### config.mk
export PLATFORM = sky130hd
export DESIGN_NAME = booth_mul_seq_flat
export DESIGN_NICKNAME = d
export VERILOG_FILES = /design/src/rtl/booth_mul_seq_if.sv /design/src/rtl/booth_mul_seq.sv /design/src/flat_wrapper.sv
export SDC_FILE = /design/constraint.sdc
export NUM_CORES = 1
export LEC_CHECK = 0
export BUFFER_PORTS_ARGS = -buffer_cell sky130_fd_sc_hd__buf_2
export CAP_MARGIN = 0
export CORE_MARGIN = 2
export CORE_UTILIZATION = 46
export DETAILED_ROUTE_END_ITERATION = 12
export PLACE_DENSITY = 0.66
export SETUP_SLACK_MARGIN = 0.1
export SLEW_MARGIN = 20
export SYNTH_ARGS = -nofsm -noshare
export SYNTH_HDL_FRONTEND = slang
export SYNTH_SLANG_ARGS = --single-unit
### constraint.sdc
create_clock -name clk -period 4.5 [get_ports clk]
set_input_delay 0.675 -clock clk [delete_from_list [all_inputs] [get_ports clk]]
set_output_delay 0.675 -clock clk [all_outputs]
set_load 0.02 [all_outputs]
### src/rtl/booth_mul_seq_if.sv
// Request/response bundle for the sequential Booth multiplier.
// The requester drives start/tc/x/y and the multiplier returns busy/done/z.
interface booth_mul_seq_if #(
  parameter int WIDTH = 8
);
  logic               start;
  logic               tc;
  logic [WIDTH-1:0]   x;
  logic [WIDTH-1:0]   y;
  logic               busy;
  logic               done;
  logic [2*WIDTH-1:0] z;

  modport master (
    output start, tc, x, y,
    input  busy, done, z
  );

  modport slave (
    input  start, tc, x, y,
    output busy, done, z
  );
endinterface

### src/rtl/booth_mul_seq.sv
// Sequential radix-2 Booth multiplier: one Booth step per clock, WIDTH+1 steps per product,
// signed or unsigned operands selected per request.
module booth_mul_seq #(
  parameter int WIDTH = 8
) (
  input  logic            clk,
  input  logic            rst,
  booth_mul_seq_if.slave  bus
);
  localparam int EW = WIDTH + 1;
  localparam int AW = WIDTH + 2;
  localparam int CW = $clog2(WIDTH + 1);

  typedef enum logic [0:0] {
    IDLE = 1'b0,
    RUN  = 1'b1
  } state_t;

  state_t             state_r, state_s;
  logic [AW-1:0]      a_r, a_s;
  logic [EW-1:0]      q_r, q_s;
  logic               q1_r, q1_s;
  logic [EW-1:0]      m_r, m_s;
  logic [CW-1:0]      cnt_r, cnt_s;
  logic               busy_r, busy_s;
  logic               done_r, done_s;
  logic [2*WIDTH-1:0] z_r, z_s;
  logic [AW-1:0]      m_wide_s;
  logic [AW-1:0]      sum_s;
  logic [AW+EW-1:0]   shifted_s;

  // One extra bit lets unsigned operands ride through the signed Booth recoding.
  function automatic logic [EW-1:0] extend(input logic [WIDTH-1:0] v, input logic sgn);
    extend = {sgn & v[WIDTH-1], v};
  endfunction

  // Booth add/subtract followed by the arithmetic right shift of {A, Q, q_1}.
  always_comb begin
    m_wide_s = {m_r[EW-1], m_r};
    case ({q_r[0], q1_r})
      2'b10:   sum_s = a_r - m_wide_s;
      2'b01:   sum_s = a_r + m_wide_s;
      default: sum_s = a_r;
    endcase
    shifted_s = {sum_s[AW-1], sum_s, q_r[EW-1:1]};
  end

  // Next-state and datapath update for the IDLE/RUN controller.
  always_comb begin
    state_s = state_r;
    a_s     = a_r;
    q_s     = q_r;
    q1_s    = q1_r;
    m_s     = m_r;
    cnt_s   = cnt_r;
    done_s  = 1'b0;
    z_s     = z_r;
    case (state_r)
      IDLE: begin
        if (bus.start) begin
          a_s     = {AW{1'b0}};
          q_s     = extend(bus.x, bus.tc);
          q1_s    = 1'b0;
          m_s     = extend(bus.y, bus.tc);
          cnt_s   = {CW{1'b0}};
          state_s = RUN;
        end else begin
          state_s = IDLE;
        end
      end
      RUN: begin
        a_s   = shifted_s[AW+EW-1:EW];
        q_s   = shifted_s[EW-1:0];
        q1_s  = q_r[0];
        cnt_s = cnt_r + CW'(1);
        // Low 2*WIDTH bits of the shifted pair are exact for both operand modes.
        if (cnt_r == CW'(WIDTH)) begin
          z_s     = shifted_s[2*WIDTH-1:0];
          done_s  = 1'b1;
          state_s = IDLE;
        end else begin
          state_s = RUN;
        end
      end
      default: begin
        state_s = IDLE;
      end
    endcase
    busy_s = (state_s == RUN);
  end

  // State and datapath registers; reset aborts any operation in flight.
  always_ff @(posedge clk or negedge rst) begin
    if (!rst) begin
      state_r <= IDLE;
      a_r     <= {AW{1'b0}};
      q_r     <= {EW{1'b0}};
      q1_r    <= 1'b0;
      m_r     <= {EW{1'b0}};
      cnt_r   <= {CW{1'b0}};
      busy_r  <= 1'b0;
      done_r  <= 1'b0;
      z_r     <= {(2*WIDTH){1'b0}};
    end else begin
      state_r <= state_s;
      a_r     <= a_s;
      q_r     <= q_s;
      q1_r    <= q1_s;
      m_r     <= m_s;
      cnt_r   <= cnt_s;
      busy_r  <= busy_s;
      done_r  <= done_s;
      z_r     <= z_s;
    end
  end

  assign bus.busy = busy_r;
  assign bus.done = done_r;
  assign bus.z    = z_r;
endmodule

### src/flat_wrapper.sv
// flat-port wrapper written by rule: the top's interface ports become plain ports
module booth_mul_seq_flat 
#(
  parameter int WIDTH = 8
)
  (clk, rst, bus_start, bus_tc, bus_x, bus_y, bus_busy, bus_done, bus_z);
  booth_mul_seq_if #(.WIDTH(WIDTH)) bus_i ();
  input  logic clk;
  input  logic rst;
  input wire logic [$bits(bus_i.start)-1:0] bus_start;
  input wire logic [$bits(bus_i.tc)-1:0] bus_tc;
  input wire logic [$bits(bus_i.x)-1:0] bus_x;
  input wire logic [$bits(bus_i.y)-1:0] bus_y;
  output wire logic [$bits(bus_i.busy)-1:0] bus_busy;
  output wire logic [$bits(bus_i.done)-1:0] bus_done;
  output wire logic [$bits(bus_i.z)-1:0] bus_z;
  assign bus_i.start = bus_start;
  assign bus_i.tc = bus_tc;
  assign bus_i.x = bus_x;
  assign bus_i.y = bus_y;
  assign bus_busy = bus_i.busy;
  assign bus_done = bus_i.done;
  assign bus_z = bus_i.z;
  booth_mul_seq #(.WIDTH(WIDTH)) u_core (.clk(clk), .rst(rst), .bus(bus_i));
endmodule
==> impl_summary.md, run 1 <==
Synth
The synthesized area is 2640 sq um. The count of yosys warnings during synthesis is 0. Among all flip-flop cells after synthesis, the most frequent one is dfrtp_1. The synthesized design contains 0 enable-type register cells.

Dividing the synthesized area by the synthesized cell count gives 9.85 sq um. Summing the sequential cell areas from Yosys gives 47.4% of the chip area. The cell count after synthesis is 268.

The most common cell in the synthesized netlist is dfrtp_1. Sorting the synthesized cells by how often they occur yields dfrtp_1, nand2_1, o21ai_0. By area the synthesized netlist is led by dfrtp_1, nand2_1, ha_1, o21ai_0, mux2i_1. In this run the biggest area consumer among cell types represents 47.4% of the synthesized area. The proportion of synthesized flip-flops having asynchronous set or reset is 100%. Summed over all instances, the cell type with the most area after synthesis is dfrtp_1. The net count after synthesis is 302. Counting distinct cell types in the post-synthesis netlist gives 37.

In this run, synthesis produced a sequential element count of 50.

Setup path
The classification of the worst setup path is reg2reg. The number of cells on the worst reg-to-reg path is 10. The type of destination of the critical path is a flip-flop. The worst setup path is launched from a flip-flop.

The data arrival time of the critical path is 2.98 ns. In this run the worst path has a maximum fanout of 10. The required time of the worst setup path is 4.70 ns.

Die
The total core area is 5540 sq um. The effective utilization at floorplan is 47.6%. The floorplan step defined a die boundary enclosing 6360 sq um. The die is 79.7 microns tall. Row generation in the floorplan step produced 27 rows. The floorplan die width is 79.7 microns. For this design the top-level I/O count stands at 38.

CTS
Hold repair after CTS inserted 0 buffers. The later pin in the worst-skew pair is clocked with a latency of 0.31 ns. The CTS tree is done. The H-tree was split into 2 levels. The CTS buffer count is 5. No sink is reached through more buffers than the 2 on the longest clock path. Clock-pin slew was measured on the worst setup and hold paths at 0.09 ns. The number of instances resized during post-cts repair is 0.

The buffer type at the clock tree root is clkbuf_8. The post-CTS setup buffer count is 0. CTS saw 50 sinks.

Global route
The via count of the first global-routing pass is 1879. The final global-route overflow total is 0. The maximum number of pins on one net before global-route repair is 51. The number of antenna violations at the first check in global routing is 0. Across every metal layer, demand over resource in global routing totals 18.0%. The first global-routing pass estimated 8850 microns of wire.

Cells and area
For this run, the post-layout net count is 336. The post-synthesis to final-layout area growth is 12.4%. The total inserted antenna cells is 0.

The share of post-route cells with drive strength above 1 is 19.5%. Counting the fill cells in the layout gives 525.

STA
The actual slew at the worst max-slew pin is 0.921 ns. Derived from the worst setup path, the maximum achievable clock frequency is 360 MHz. The number of failing hold endpoints at the final stage was 0. After layout, the worst path uses 61.8% of the clock period. The final number of max-transition violations is 0. In this run the tightest slew margin relative to its limit is 38.5%. Setup violations remaining at the end of the flow were counted as 0. The smallest clock period supported by the final layout is computed as 2.78 ns. For the final database, setup skew stands at 0.0129 ns. For the final routed database, the setup TNS stands at 0 ns.

Setup repair after global routing left no endpoint under its margin.

Placed design
The count of input and output buffers is 37. The HPWL after detailed placement is 3730 microns. The congestion estimate from routability-driven global placement came to 0.845.

Drt
Across all layers, the routed design uses 1950 vias. The DRC marker count from the first detailed-route iteration is 111. The count of TritonRoute iterations in the first routing pass is 4. The detail route stage leaves a number of antenna-violating nets equal to 0. In the routed design, unresolved DRC markers number 0. Dividing the detail-routed wire length by the instance count gives 13.9 microns.

Using the TritonRoute via totals, the vias-per-cell ratio works out to 5.21. The final layout contains routed wiring with a total length of 5210 microns.

Hold path
The worst hold path belongs to the class in2async.

Flow run
Across the run, the number of max-cap violations was 0.

Status
The run finished with clean final reports.
## layout make-up
class	instances	area, sq um	area share (%)
Sequential cell	50	1250	42.2
Clock inverter	2	15.0	0.506
Timing Repair Buffer	40	208	7.00
Clock buffer	5	68.8	2.32
Tap cell	72	90.1	3.04
Multi-Input combinational cell	192	1280	43.3
Inverter	13	48.8	1.65
## worst max-delay path, cell delays in order (launching register included)
cell and delay (ns):
dfrtp_1 0.40, inv_1 0.07, ha_1 0.38, mux2_2 0.40, ha_1 0.30, a211oi_1 0.21, o21ai_0 0.17, o22ai_1 0.25
xnor2_1 0.14, nor2_1 0.07, o31ai_1 0.28
## cell usage in the layout, fill, tap and decap left out, types with 5 or more instances in the layout
| master | n |
|---|---|
| dfrtp_1 | 50 |
| nand2_1 | 44 |
| buf_2 | 37 |
| o21ai_0 | 28 |
| inv_1 | 13 |
| mux2i_1 | 13 |
| ha_1 | 13 |
| nor2_1 | 12 |
| a21oi_1 | 11 |
| xor2_1 | 8 |
| xnor2_1 | 8 |
| mux2_2 | 8 |
| a22o_1 | 6 |
| nor2b_1 | 5 |
| clkbuf_8 | 5 |
## stage by stage
stage                     hold WS [ns]  util [%]  area (sq um)  worst slack [ns]  instances
after global placement           0.452      52.0          2880              1.88        367
after CTS                        0.481      53.5          2970              1.70        374
after detailed placement         0.458      52.0          2880              1.76        367
final                            0.456      53.5          2970              1.72        374
after floorplan                  0.379         -          2640              1.96        268
after global routing             0.503      53.5          2970              1.57        374
## flip-flops by register name (all words and copies together), names as in the netlist
| signal | cells |
|---|---|
| u_core.bus.done | 1 |
| u_core.a_r | 9 |
| u_core.state_r | 1 |
| u_core.q_r | 9 |
| u_core.bus.z | 16 |
| u_core.m_r | 9 |
| u_core.q1_r | 1 |
| u_core.cnt_r | 4 |
## path summary, 6_finish.rpt
check / startpoint / endpoint / slack [ns]
setup / recovery: u_core.q_r[0]$_DFFE_PN0P_ / u_core.bus.z[15]$_DFFE_PN0P_ / 1.72
hold / removal: rst / u_core.bus.z[7]$_DFFE_PN0P_ / 0.46
setup reg to reg: u_core.q_r[0]$_DFFE_PN0P_ / u_core.bus.z[15]$_DFFE_PN0P_ / 1.72
hold reg to reg: u_core.bus.z[6]$_DFFE_PN0P_ / u_core.bus.z[6]$_DFFE_PN0P_ / 0.48
max in group asynchronous: rst / u_core.m_r[7]$_DFFE_PN0P_ / 3.61
min in group clk: u_core.bus.z[6]$_DFFE_PN0P_ / u_core.bus.z[6]$_DFFE_PN0P_ / 0.48
## cell families after synthesis
| kind of cell | count (synthesis) | share of synthesized area, % |
|---|---|---|
| xor+xnor | 16 | 5.31 |
| compound gates | 65 | 14.8 |
| fa+ha+maj | 14 | 6.92 |
| flops | 50 | 47.4 |
| buf+inv | 26 | 3.94 |
| mux | 21 | 8.35 |
| simple gates | 76 | 13.2 |
## layer usage
metal | track usage (%) | share of wire (%)
met5 | 0 | 0
met4 | 5.08 | 1.1
met3 | 4.41 | 2.7
met2 | 28.9 | 49
met1 | 24.3 | 47
Power of run 1 is not shown: default switching activity piles up to over one toggle a cycle in this logic, so the estimate is an artifact.
==> inputs of run 2 (changes only) <==
- ABC_AREA: default -> 1
- clock period: 4.5 -> 2.65 ns (I/O delays scaled with it)
==> run 2 against run 1 <==
Worst hold slack got worse by 0.39 ns. Via count is 19% higher. Critical path depth rose by 7. First-iteration DRC count rose by 22%. Core utilization is essentially flat. Area after synthesis grew 4.1%. Synthesized cell count rose by 25%. Design area increased by 5.6%. Count of clock-buffer cells in the layout did not move. Critical endpoint is now u_core.a_r[8]$_DFFE_PN0P_. Highest routed layer unchanged.
==> impl_summary.md, run 2 <==
CTS
The total clock sinks is 50 (unchanged). The count of H-tree levels built during CTS is 2 (unchanged). The latest clock arrival within the worst-skew pair is 0.31 ns (about the same). The buffer type at the clock tree root is clkbuf_8 (unchanged). The CTS tree is done (unchanged). The CTS buffer count is 5 (unchanged). The clock-pin transition on the worst setup and hold timing paths is 0.10 ns (was 0.09 ns). The maximum buffer depth of the clock tree is 2 (unchanged).

The count of hold-fix buffers inserted at cts is 0 (unchanged).

Global route
The met1 layer usage reported by global route came to 27.6% (was 24.3%). The total global-route track usage came to 20.2% (was 18.0%). The global-route wire length before repair was 10400 microns (was 8850 microns). The via count of the first global-routing pass is 2240 (was 1879).

The global-route met3 utilization is 3.78% (was 4.41%). The final global-route overflow total is 0 (unchanged). The maximum number of pins on one net before global-route repair is 28 (was 51).

The routing layer with the top usage in global route is met2 (unchanged). The met2 track demand over resource in global routing was 32.7% (was 28.9%). The number of antenna violations at the first check in global routing is 0 (unchanged).

Setup path
The required time of the worst setup path is 2.84 ns (was 4.70 ns). The maximum fanout along the worst path is 4 (was 10). The register-to-register path setup slack is 0.23 ns (was 1.72 ns).

The type of destination of the critical path is a flip-flop (unchanged). The capture point of the worst reg-to-reg path is u_core.a_r[8]$_DFFE_PN0P_ (was u_core.bus.z[15]$_DFFE_PN0P_). The library cell appearing most often on the critical path was nand2_1 (was ha_1).

The data arrival time of the critical path is 2.61 ns (was 2.98 ns). The number of cells on the worst reg-to-reg path is 17 (was 10). The source of the critical timing path is u_core.m_r[0]$_DFFE_PN0P_ (was u_core.q_r[0]$_DFFE_PN0P_). The reg-to-reg startpoint is u_core.m_r[0]$_DFFE_PN0P_ (was u_core.q_r[0]$_DFFE_PN0P_). The largest stage delay on the critical path is 0.43 ns (was 0.40 ns). The classification of the worst setup path was reg2reg (unchanged).

The highest-delay cell along the critical path is dfrtp_1 (unchanged). The startpoint type of the worst setup path is a flip-flop (unchanged). Worst-path cell chain: inv_1 -> ha_1 -> inv_1 -> nor2_2 -> a21oi_1 -> xor2_1 -> ha_1 -> nand2_1 -> nand2_1 -> inv_1 -> nand2_1 -> nand2_1 -> nand2_1 -> nor2_2 -> nand3_1 -> nand3_1 -> nand2_1 (was inv_1 -> ha_1 -> mux2_2 -> ha_1 -> a211oi_1 -> o21ai_0 -> o22ai_1 -> xnor2_1 -> nor2_1 -> o31ai_1).

Synth
The commonest register cell after synthesis is dfrtp_1 (unchanged). Commonest cells in the netlist: nand2_1, dfrtp_1, inv_1 (was dfrtp_1, nand2_1, o21ai_0). The top cell type by total area after synthesis was dfrtp_1 (unchanged). The cell count after synthesis is 334 (was 268).

The sequential element share of the synthesized area is 45.5% (was 47.4%). The average footprint of a synthesized cell is 8.23 sq um (was 9.85 sq um). The synthesized area is 2750 sq um (was 2640 sq um). The proportion of synthesized flip-flops having asynchronous set or reset is 100% (unchanged). The fraction of synthesized cell area taken by the top area cell type came to 45.5% (was 47.4%). Top cells by area, synth: dfrtp_1, nand2_1, ha_1, inv_1, o21ai_0 (was dfrtp_1, nand2_1, ha_1, o21ai_0, mux2i_1). The count of yosys warnings during synthesis is 0 (unchanged). The number of enable-type register cells in the synthesized netlist is 0 (unchanged). The number of unique standard cell types used by synthesis is 35 (was 37).

The most frequently used cell type in the post-synthesis netlist was nand2_1 (was dfrtp_1). The number of synthesized register bits came to 50 (unchanged). The net count after synthesis is 368 (was 302).

Placed design
The final weighted congestion in routability-driven placement is 0.895 (was 0.845). The number of cells in the design after placement came to 439 (was 367). The count of input and output buffers is 37 (unchanged). The detailed-placement wirelength estimate was 4470 microns (was 3730 microns). The placed instance area came to 3000 sq um (was 2880 sq um).

Drt
The total detailed-routing wirelength is 5960 microns (was 5210 microns). The DRC violation count after routing is 0 (unchanged). The overall via count from detail_route is 2325 (was 1950). The number of routed nets with antenna violations is 0 (unchanged). The DRC marker count from the first detailed-route iteration came to 135 (was 111). The per-cell via count in the routed design is 5.18 (was 5.21). The average wire length per cell after detail routing was 13.3 microns (was 13.9 microns).

The count of TritonRoute iterations in the first routing pass is 4 (unchanged).

Die
The number of top-level pins is 38 (unchanged). The floorplan die width was 81.3 microns (was 79.7 microns). The total die area was 6610 sq um (was 6360 sq um).

The number of rows created at floorplan is 28 (was 27). The die outline height is 81.3 microns (was 79.7 microns). The total core area is 5850 sq um (was 5540 sq um). The effective utilization at floorplan was 47.0% (was 47.6%).

STA
The minimum clock period is 2.42 ns (was 2.78 ns). The actual slew at the worst max-slew pin is 0.551 ns (was 0.921 ns). The number of failing hold endpoints at the final stage came to 0 (unchanged). The final-layout setup total negative slack is 0 ns (unchanged).

The achievable frequency is 413 MHz (was 360 MHz). The hold slack came to 0.0621 ns (was 0.456 ns). The headroom to the max-slew limit was 63.2% (was 38.5%). Setup repair after global routing missed its margin: yes (was no). The final number of max-transition violations is 0 (unchanged). The number of failing setup endpoints in the final timing report is 0 (unchanged).

The fraction of the cycle the final worst path needs is 91.4% (was 61.8%). The clock skew came to 0.00978 ns (was 0.0129 ns).

Cells and area
The number of fill cells in the layout is 581 (was 525). The number of nets in the layout was 407 (was 336). The post-synthesis to final-layout area growth is 13.9% (was 12.4%).

The design area is 3130 sq um (was 2970 sq um). The number of standard cells in the layout, taps in and fillers out came to 449 (was 374). The total inserted antenna cells is 0 (unchanged).

The flip-flop count of the largest register after layout is 16 (unchanged). The area taken by multi-input logic gates is 1300 sq um (was 1280 sq um). The most frequent standard cell in the layout excluding fill and tap cells is nand2_1 (was dfrtp_1).

Most used cells in the layout excluding fill and tap cells: nand2_1, dfrtp_1, inv_1 (was dfrtp_1, nand2_1, buf_2). The share of post-route cells with drive strength above 1 is 20.1% (was 19.5%). The register area is 1250 sq um (unchanged).

Flow run
The number of max-cap violations is 0 (unchanged).

Hold path
The worst hold-check path type is in2async (unchanged).

Status
Run status: finished clean (unchanged).
[run 2: repair_timing]
item	4_1_cts	5_1_grt
setup buffers	0	2
endpoints found under the setup margin	0	8
resized for setup	0	6
[run 2: worst max path at each step]
stage	end	slack (ns)	cells past startpoint
global route	u_core.a_r[8]$_DFFE_PN0P_	0.05	17
detailed placement	u_core.a_r[8]$_DFFE_PN0P_	0.19	17
finish	u_core.a_r[8]$_DFFE_PN0P_	0.23	17
floorplan	u_core.a_r[6]$_DFFE_PN0P_	0.45	14
global placement	u_core.a_r[8]$_DFFE_PN0P_	0.22	17
CTS	u_core.a_r[8]$_DFFE_PN0P_	0.16	17
[run 2: metal layers]
metal  vias up  part of all wire [%]
met4         0                   1.6
met3         9                   3.4
met5         -                     0
met2        42                    48
met1      1099                    47
li1       1175                     -
[run 2: stage by stage]
step | utilization (%) | worst slack, ns
2_1_floorplan | - | 0.454
5_1_grt | 53.5 | 0.0466
6_report | 53.5 | 0.228
3_3_place_gp | 51.3 | 0.221
4_1_cts | 52.9 | 0.162
3_5_place_dp | 51.3 | 0.193
[run 2: cell families after synthesis]
kind of cell	synth area share, %
compound gates	14.4
xor+xnor	2.55
simple gates	23.0
fa+ha+maj	6.65
flops	45.5
buf+inv	7.83
[run 2: final cells by class]
cell class / count / area share [%]
Multi-Input combinational cell: 229 / 41.5
Timing Repair Buffer: 41 / 6.87
Tap cell: 75 / 3.00
Inverter: 46 / 5.52
Clock inverter: 3 / 0.919
Sequential cell: 50 / 40.0
Clock buffer: 5 / 2.20
[run 2: critical path: cells and delay by family (launching register included)]
kind	cells	cell delay [ns]
AOI/OAI and AO/OA	1	0.11
xor gates and xnor gates	1	0.16
adders and majority gates	2	0.53
buffers and inverters	3	0.25
DFF	1	0.43
and+or+nand+nor	10	0.82
Power of run 2 is left out for the same reason.
